**src/rtl/remap_accel_mul_pkg.sv**
```systemverilog
// Shared helpers for the remap pipelined multiplier: product width, config legality,
// rounding constant and saturation bounds (bounds are only used with REMAP_MUL_SAT_EN).
package remap_accel_mul_pkg;

   // Bounds and rounding constants are carried at this width; the product must fit in it.
   localparam int MAX_W = 128;

   function automatic int prod_width(int a_w, int b_w);
      return a_w + b_w + 2;
   endfunction

   function automatic bit cfg_ok(int a_w, int b_w, int num_stage, int shift, int out_w);
      return (a_w > 0) && (b_w > 0) && (num_stage >= 2) && (num_stage <= 8) &&
             (shift >= 0) && (shift <= a_w + b_w - 1) &&
             (out_w >= 1) && (out_w <= a_w + b_w - shift) &&
             (prod_width(a_w, b_w) <= MAX_W);
   endfunction

   function automatic logic [MAX_W-1:0] rnd_const(int shift);
      logic [MAX_W-1:0] one;
      one = MAX_W'(1);
      return (shift > 0) ? (one << (shift - 1)) : '0;
   endfunction

   function automatic logic signed [MAX_W-1:0] sat_max(int out_w, bit out_signed);
      logic signed [MAX_W-1:0] one;
      one = MAX_W'(1);
      return out_signed ? (one <<< (out_w - 1)) - 1 : (one <<< out_w) - 1;
   endfunction

   function automatic logic signed [MAX_W-1:0] sat_min(int out_w, bit out_signed);
      logic signed [MAX_W-1:0] one;
      one = MAX_W'(1);
      return out_signed ? -(one <<< (out_w - 1)) : '0;
   endfunction

endpackage

```
**src/rtl/remap_accel_mul_pipe_if.sv**
```systemverilog
// Stream handshake bundle for remap_accel_mul_pipe: operand input side, result output side, busy.
interface remap_accel_mul_pipe_if #(
   parameter int A_W   = 16,
   parameter int B_W   = 16,
   parameter int OUT_W = 32
) ();
   logic             in_valid;
   logic             in_ready;
   logic [A_W-1:0]   din0;
   logic [B_W-1:0]   din1;
   logic             out_valid;
   logic             out_ready;
   logic [OUT_W-1:0] dout;
   logic             busy;

   modport master (
      output in_valid, din0, din1, out_ready,
      input  in_ready, out_valid, dout, busy
   );

   modport slave (
      input  in_valid, din0, din1, out_ready,
      output in_ready, out_valid, dout, busy
   );
endinterface

```
**src/rtl/remap_accel_mul_pipe_core.sv**
```systemverilog
// Bare registered multiply: operand registers, then an optional product register.
// Operands are widened by one bit so a single signed multiplier covers every signedness mix.
module remap_accel_mul_core
   import remap_accel_mul_pkg::*;
#(
   parameter int A_W      = 16,
   parameter int B_W      = 16,
   parameter int A_SIGNED = 0,
   parameter int B_SIGNED = 0,
   parameter bit PROD_REG = 1'b1
) (
   input  logic                                  clk,
   input  logic                                  en,
   input  logic [A_W-1:0]                        a,
   input  logic [B_W-1:0]                        b,
   output logic signed [prod_width(A_W,B_W)-1:0] prod
);
   localparam int P_W = prod_width(A_W, B_W);

   logic signed [A_W:0]   a_q;
   logic signed [B_W:0]   b_q;
   logic signed [P_W-1:0] p_c;

   always_ff @(posedge clk) begin
      if (en) begin
         a_q <= (A_SIGNED != 0) ? {a[A_W-1], a} : {1'b0, a};
         b_q <= (B_SIGNED != 0) ? {b[B_W-1], b} : {1'b0, b};
      end
   end

   assign p_c = P_W'(a_q) * P_W'(b_q);

   if (PROD_REG) begin : g_prod_reg
      logic signed [P_W-1:0] p_q;
      always_ff @(posedge clk) begin
         if (en) p_q <= p_c;
      end
      assign prod = p_q;
   end else begin : g_prod_comb
      assign prod = p_c;
   end
endmodule

```
**src/rtl/remap_accel_mul_pipe.sv**
```systemverilog
// Pipelined multiplier with valid/ready handshake, round-half-up scaling and OUT_W output.
// Define REMAP_MUL_SAT_EN to saturate the scaled result to the OUT_W range instead of wrapping.
module remap_accel_mul_pipe
   import remap_accel_mul_pkg::*;
#(
   parameter int A_W       = 16,
   parameter int B_W       = 16,
   parameter int A_SIGNED  = 0,
   parameter int B_SIGNED  = 0,
   parameter int NUM_STAGE = 4,
   parameter int SHIFT     = 0,
   parameter int OUT_W     = 32
) (
   input  logic                  clk,
   input  logic                  reset,
   remap_accel_mul_pipe_if.slave bus
);
   localparam int P_W        = prod_width(A_W, B_W);
   localparam bit OUT_SIGNED = (A_SIGNED != 0) || (B_SIGNED != 0);
   localparam bit CFG_OK     = cfg_ok(A_W, B_W, NUM_STAGE, SHIFT, OUT_W);

   logic                  adv;
   logic [NUM_STAGE-1:0]  vld_pipe;
   logic signed [P_W-1:0] prod;
   logic signed [P_W-1:0] pre;
   logic signed [P_W-1:0] scaled;
   logic [OUT_W-1:0]      res;

   // Whole pipe moves or whole pipe holds; bubbles are never squeezed out.
   assign adv           = !bus.out_valid || bus.out_ready;
   assign bus.in_ready  = adv;
   assign bus.out_valid = vld_pipe[NUM_STAGE-1];
   assign bus.busy      = |vld_pipe;

   always_ff @(posedge clk) begin
      if (reset) vld_pipe <= '0;
      else if (adv) vld_pipe <= {vld_pipe[NUM_STAGE-2:0], bus.in_valid};
   end

   always_ff @(posedge clk) begin
      assert (CFG_OK);
   end

   remap_accel_mul_core #(
      .A_W      (A_W),
      .B_W      (B_W),
      .A_SIGNED (A_SIGNED),
      .B_SIGNED (B_SIGNED),
      .PROD_REG (NUM_STAGE > 2)
   ) u_core (
      .clk  (clk),
      .en   (adv),
      .a    (bus.din0),
      .b    (bus.din1),
      .prod (prod)
   );

   if (NUM_STAGE <= 3) begin : g_no_dly
      assign pre = prod;
   end else begin : g_dly
      logic signed [P_W-1:0] dly [NUM_STAGE-3];
      always_ff @(posedge clk) begin
         if (adv) begin
            dly[0] <= prod;
            for (int i = 1; i < NUM_STAGE - 3; i++) dly[i] <= dly[i-1];
         end
      end
      assign pre = dly[NUM_STAGE-4];
   end

   // Product has two spare MSBs, so adding the half-LSB constant cannot overflow.
   if (SHIFT > 0) begin : g_rnd
      localparam logic signed [P_W-1:0] RND = P_W'(rnd_const(SHIFT));
      logic signed [P_W-1:0] sum;
      assign sum    = pre + RND;
      assign scaled = sum >>> SHIFT;
   end else begin : g_no_rnd
      assign scaled = pre;
   end

`ifdef REMAP_MUL_SAT_EN
   localparam logic signed [MAX_W-1:0] SAT_MAX = sat_max(OUT_W, OUT_SIGNED);
   localparam logic signed [MAX_W-1:0] SAT_MIN = sat_min(OUT_W, OUT_SIGNED);
   logic signed [MAX_W-1:0] sc_ext;

   assign sc_ext = MAX_W'(scaled);

   always_comb begin
      res = scaled[OUT_W-1:0];
      if (sc_ext > SAT_MAX)      res = SAT_MAX[OUT_W-1:0];
      else if (sc_ext < SAT_MIN) res = SAT_MIN[OUT_W-1:0];
   end
`else
   assign res = OUT_W'(scaled);
`endif

   // dout only updates when a real item lands in the output stage.
   always_ff @(posedge clk) begin
      if (reset) bus.dout <= '0;
      else if (adv && vld_pipe[NUM_STAGE-2]) bus.dout <= res;
   end
endmodule

```
**src/flat_wrapper.sv**
```systemverilog
// flat-port wrapper written by rule: the top's interface ports become plain ports
module remap_accel_mul_pipe_flat import remap_accel_mul_pkg::*;
#(
   parameter int A_W       = 16,
   parameter int B_W       = 16,
   parameter int A_SIGNED  = 0,
   parameter int B_SIGNED  = 0,
   parameter int NUM_STAGE = 4,
   parameter int SHIFT     = 0,
   parameter int OUT_W     = 32
)
  (clk, reset, bus_in_valid, bus_din0, bus_din1, bus_out_ready, bus_in_ready, bus_out_valid, bus_dout, bus_busy);
  remap_accel_mul_pipe_if #(.A_W(A_W), .B_W(B_W), .OUT_W(OUT_W)) bus_i ();
  input  logic clk;
  input  logic reset;
  input wire logic [$bits(bus_i.in_valid)-1:0] bus_in_valid;
  input wire logic [$bits(bus_i.din0)-1:0] bus_din0;
  input wire logic [$bits(bus_i.din1)-1:0] bus_din1;
  input wire logic [$bits(bus_i.out_ready)-1:0] bus_out_ready;
  output wire logic [$bits(bus_i.in_ready)-1:0] bus_in_ready;
  output wire logic [$bits(bus_i.out_valid)-1:0] bus_out_valid;
  output wire logic [$bits(bus_i.dout)-1:0] bus_dout;
  output wire logic [$bits(bus_i.busy)-1:0] bus_busy;
  assign bus_i.in_valid = bus_in_valid;
  assign bus_i.din0 = bus_din0;
  assign bus_i.din1 = bus_din1;
  assign bus_i.out_ready = bus_out_ready;
  assign bus_in_ready = bus_i.in_ready;
  assign bus_out_valid = bus_i.out_valid;
  assign bus_dout = bus_i.dout;
  assign bus_busy = bus_i.busy;
  remap_accel_mul_pipe #(.A_W(A_W), .B_W(B_W), .A_SIGNED(A_SIGNED), .B_SIGNED(B_SIGNED), .NUM_STAGE(NUM_STAGE), .SHIFT(SHIFT), .OUT_W(OUT_W)) u_core (.clk(clk), .reset(reset), .bus(bus_i));
endmodule
```
**config.mk**
```make
export PLATFORM = sky130hd
export DESIGN_NAME = remap_accel_mul_pipe_flat
export DESIGN_NICKNAME = d
export VERILOG_FILES = /design/src/rtl/remap_accel_mul_pkg.sv /design/src/rtl/remap_accel_mul_pipe_if.sv /design/src/rtl/remap_accel_mul_pipe_core.sv /design/src/rtl/remap_accel_mul_pipe.sv /design/src/flat_wrapper.sv
export SDC_FILE = /design/constraint.sdc
export NUM_CORES = 1
export LEC_CHECK = 0
export BUFFER_PORTS_ARGS = -buffer_cell sky130_fd_sc_hd__buf_2
export CAP_MARGIN = 30
export CELL_PAD_IN_SITES_DETAIL_PLACEMENT = 0
export CELL_PAD_IN_SITES_GLOBAL_PLACEMENT = 1
export CORE_ASPECT_RATIO = 1.25
export CORE_MARGIN = 3
export CORE_UTILIZATION = 31
export CTS_BUF_LIST = sky130_fd_sc_hd__clkbuf_2
export CTS_CLUSTER_SIZE = 40
export DETAILED_ROUTE_END_ITERATION = 10
export PLACE_DENSITY_LB_ADDON = 0.1
export REMOVE_ABC_BUFFERS = 1
export SETUP_SLACK_MARGIN = 0.2
export SKIP_CTS_REPAIR_TIMING = 1
export SLEW_MARGIN = 40
export SYNTH_ARGS = -nofsm -noshare
export SYNTH_HDL_FRONTEND = slang
export SYNTH_SLANG_ARGS = --single-unit
```
**constraint.sdc**
```tcl
create_clock -name clk -period 17.3 [get_ports clk]
set_input_delay 0.865 -clock clk [delete_from_list [all_inputs] [get_ports clk]]
set_output_delay 0.865 -clock clk [all_outputs]
set_load 0.1 [all_outputs]
```
==> flow_metrics.env <==
export IMPL_status="complete, no violations"
export IMPL_grt_pass1_vias=8884
export IMPL_critPathRequiredTime_ps=17870
export IMPL_fmax_mhz=159
export IMPL_portBuffers=70
export IMPL_dp_hpwl_mm=24.2
export IMPL_synthArstFlopShare_pct=0
export IMPL_track_usage_pct=15.4
export IMPL_grt_pass1_wl_mm=51.5
export IMPL_clock_path_buffers=2
export IMPL_tritoncts="built"
export IMPL_cp_arrival_ps=6860
export IMPL_drive_above_1_share_pct=9.21
export IMPL_skew_ps=77.3
export IMPL_drtPass1Iterations=5
export IMPL_routedWlPerCell_um=17.1
export IMPL_fp_coreArea_mm2=0.0403
export IMPL_clk_pin_slew_ps=300
export IMPL_totalWireLength_mm=31.6
export IMPL_root_buffer="clkbuf_2"
export IMPL_slew_violations=0
export IMPL_avgSynthCellArea_um2=10.2
export IMPL_fin_nets=1625
export IMPL_worst_pin_slew_ps=801
export IMPL_antenna_found_initial=1
export IMPL_synth_cell_area_mm2=0.0127
export IMPL_numCtsBuffers=17
export IMPL_route_vias_total=8244
export IMPL_syn_to_final_growth_pct=9.46
export IMPL_synthDistinctLibCells=53
export IMPL_min_path_type="input pin to flop"
export IMPL_grt_max_degree=39
export IMPL_synth_edf_count=96
export IMPL_critPathKind="flop to flop"
export IMPL_fin_crit_ps=6290
export IMPL_finalSetupTns_ps=0
export IMPL_maxCapViolations=0
export IMPL_num_rows=82
export IMPL_antenna_left=0
export IMPL_place_gp_congestion=0.772
export IMPL_drtIter0Drc=293
export IMPL_critPathLaunchType="flop"
export IMPL_synth_ff_type="edfxtp_1"
export IMPL_drc_errors=0
export IMPL_boundaryPins=71
export IMPL_grt_setup_unrepaired="false"
export IMPL_hold_violations=0
export IMPL_start_util_pct=31.6
export IMPL_dieArea_mm2=0.0436
export IMPL_maxSlewHeadroom_pct=46.6
export IMPL_die_h_um=233
export IMPL_ys_ff_latch=132
export IMPL_setup_viol=0
export IMPL_yosysSeqAreaShare_pct=28.3
export IMPL_overflow=0
export IMPL_min_period_over_period_pct=36.4
export IMPL_ys_warn_count=0
export IMPL_cp_end_kind="flop"
export IMPL_avgViaCountPerCell=4.46
export IMPL_die_w_um=187
export IMPL_clk_latency_ps=870
export IMPL_synthCells=1246
export IMPL_crit_path_max_fanout=16
export IMPL_cts_sinks=132
export IMPL_h_tree_depth=4
-- worst paths after layout --
path / from / to / slack (ps) / cells after the start
max: u_core.u_core.a_q[9] / u_core.u_core.prod[30] / 11010 / 19
min: bus_din0[9] / u_core.u_core.a_q[9] / 140 / 1
max reg2reg: u_core.u_core.a_q[9] / u_core.u_core.prod[30] / 11010 / 19
min reg2reg: u_core.u_core.prod[15] / u_core.g_dly.dly[0][15] / 430 / 0
-- layer usage --
metal	GRT usage, %	part of all wire [%]
met5	0	0
met3	2.68	3.5
met2	24.5	46
met1	21.6	49
met4	4.54	1.8
-- flip-flops by register name, indices dropped and copies added (netlist names) --
signal and count:
u_core.bus.dout 32, u_core.g_dly.dly 32, u_core.u_core.prod 32, u_core.u_core.a_q 16, u_core.u_core.b_q 16, u_core.vld_pipe 4
-- layout make-up --
class / count / area, um^2
Fill cell: 4161 / 26400
Inverter: 228 / 856
Sequential cell: 132 / 3600
Clock inverter: 14 / 226
Antenna cell: 1 / 2.50
Multi-Input combinational cell: 839 / 8110
Tap cell: 546 / 683
Timing Repair Buffer: 73 / 373
Clock buffer: 17 / 85.1
-- through the flow --
step	setup slack, ps	std cells	utilization (%)	area [um^2]	hold slack [ps]
2_1_floorplan	11200	1199	-	12600	400
3_3_place_gp	11030	1818	33.8	13600	401
3_5_place_dp	11010	1818	33.8	13600	405
4_1_cts	10930	1849	34.6	13900	-56.9
5_1_grt	10710	1850	34.6	13900	9.84
6_report	11010	1850	34.6	13900	135
-- Yosys cell counts (2+ instances only) --
| cell type | count | share of area (%) |
|---|---|---|
| inv_1 | 228 | 6.7 |
| o21a_1 | 5 | 0.29 |
| nand2b_1 | 5 | 0.25 |
| edfxtp_1 | 96 | 23 |
| fa_1 | 194 | 30 |
| a211oi_1 | 3 | 0.18 |
| mux2i_1 | 3 | 0.24 |
| o21ai_0 | 13 | 0.51 |
| a21oi_2 | 2 | 0.14 |
| clkbuf_1 | 45 | 1.3 |
| and3_1 | 3 | 0.15 |
| nor2b_1 | 3 | 0.15 |
| buf_1 | 2 | 0.059 |
| xor2_1 | 8 | 0.55 |
| nand4_1 | 5 | 0.25 |
| dfxtp_1 | 36 | 5.7 |
| and2_1 | 125 | 6.1 |
| a21oi_1 | 62 | 2.4 |
| a31oi_1 | 2 | 0.098 |
| nand2_1 | 214 | 6.3 |
| or3_1 | 2 | 0.098 |
| o21ai_1 | 2 | 0.079 |
| ha_1 | 104 | 10 |
| nor3_1 | 2 | 0.079 |
| or2_1 | 2 | 0.098 |
| nor2_1 | 21 | 0.62 |
| nand3_1 | 3 | 0.12 |
| xnor2_1 | 15 | 1.0 |
| o21bai_1 | 3 | 0.18 |
| a21o_1 | 15 | 0.88 |
-- critical path: stages, from the launching register on --
cell	delay (ps)
edfxtp_1	800
and2_1	300
fa_1	540
inv_1	50
fa_1	450
fa_1	520
inv_1	60
fa_1	490
fa_1	490
inv_1	50
fa_1	470
inv_1	50
ha_1	350
inv_1	100
o21ai_1	120
o31ai_4	290
o22ai_2	150
o41ai_4	460
or2_1	170
nand4_1	90
-- cells in the final DEF, fill, tap and decap left out, types with 17 or more instances in the layout --
cell,synthesis,routed
ha_1,104,104
buf_2,0,70
nand2_1,214,213
inv_1,228,228
fa_1,194,194
edfxtp_1,96,96
a21oi_1,62,62
clkbuf_2,0,17
dfxtp_1,36,36
and2_1,125,124
nor2_1,21,21
-- logic make-up after synthesis --
| kind of cell | Yosys count | synth area share, % |
|---|---|---|
| compound gates | 126 | 6.54 |
| mux | 3 | 0.236 |
| fa+ha+maj | 298 | 40.7 |
| buf+inv | 275 | 8.11 |
| flops | 132 | 28.3 |
| simple gates | 389 | 14.5 |
| xor+xnor | 23 | 1.58 |
Power is left out: the tool's default activity adds up to more than one toggle a clock period on the data nets, which glitch-free logic cannot reach.
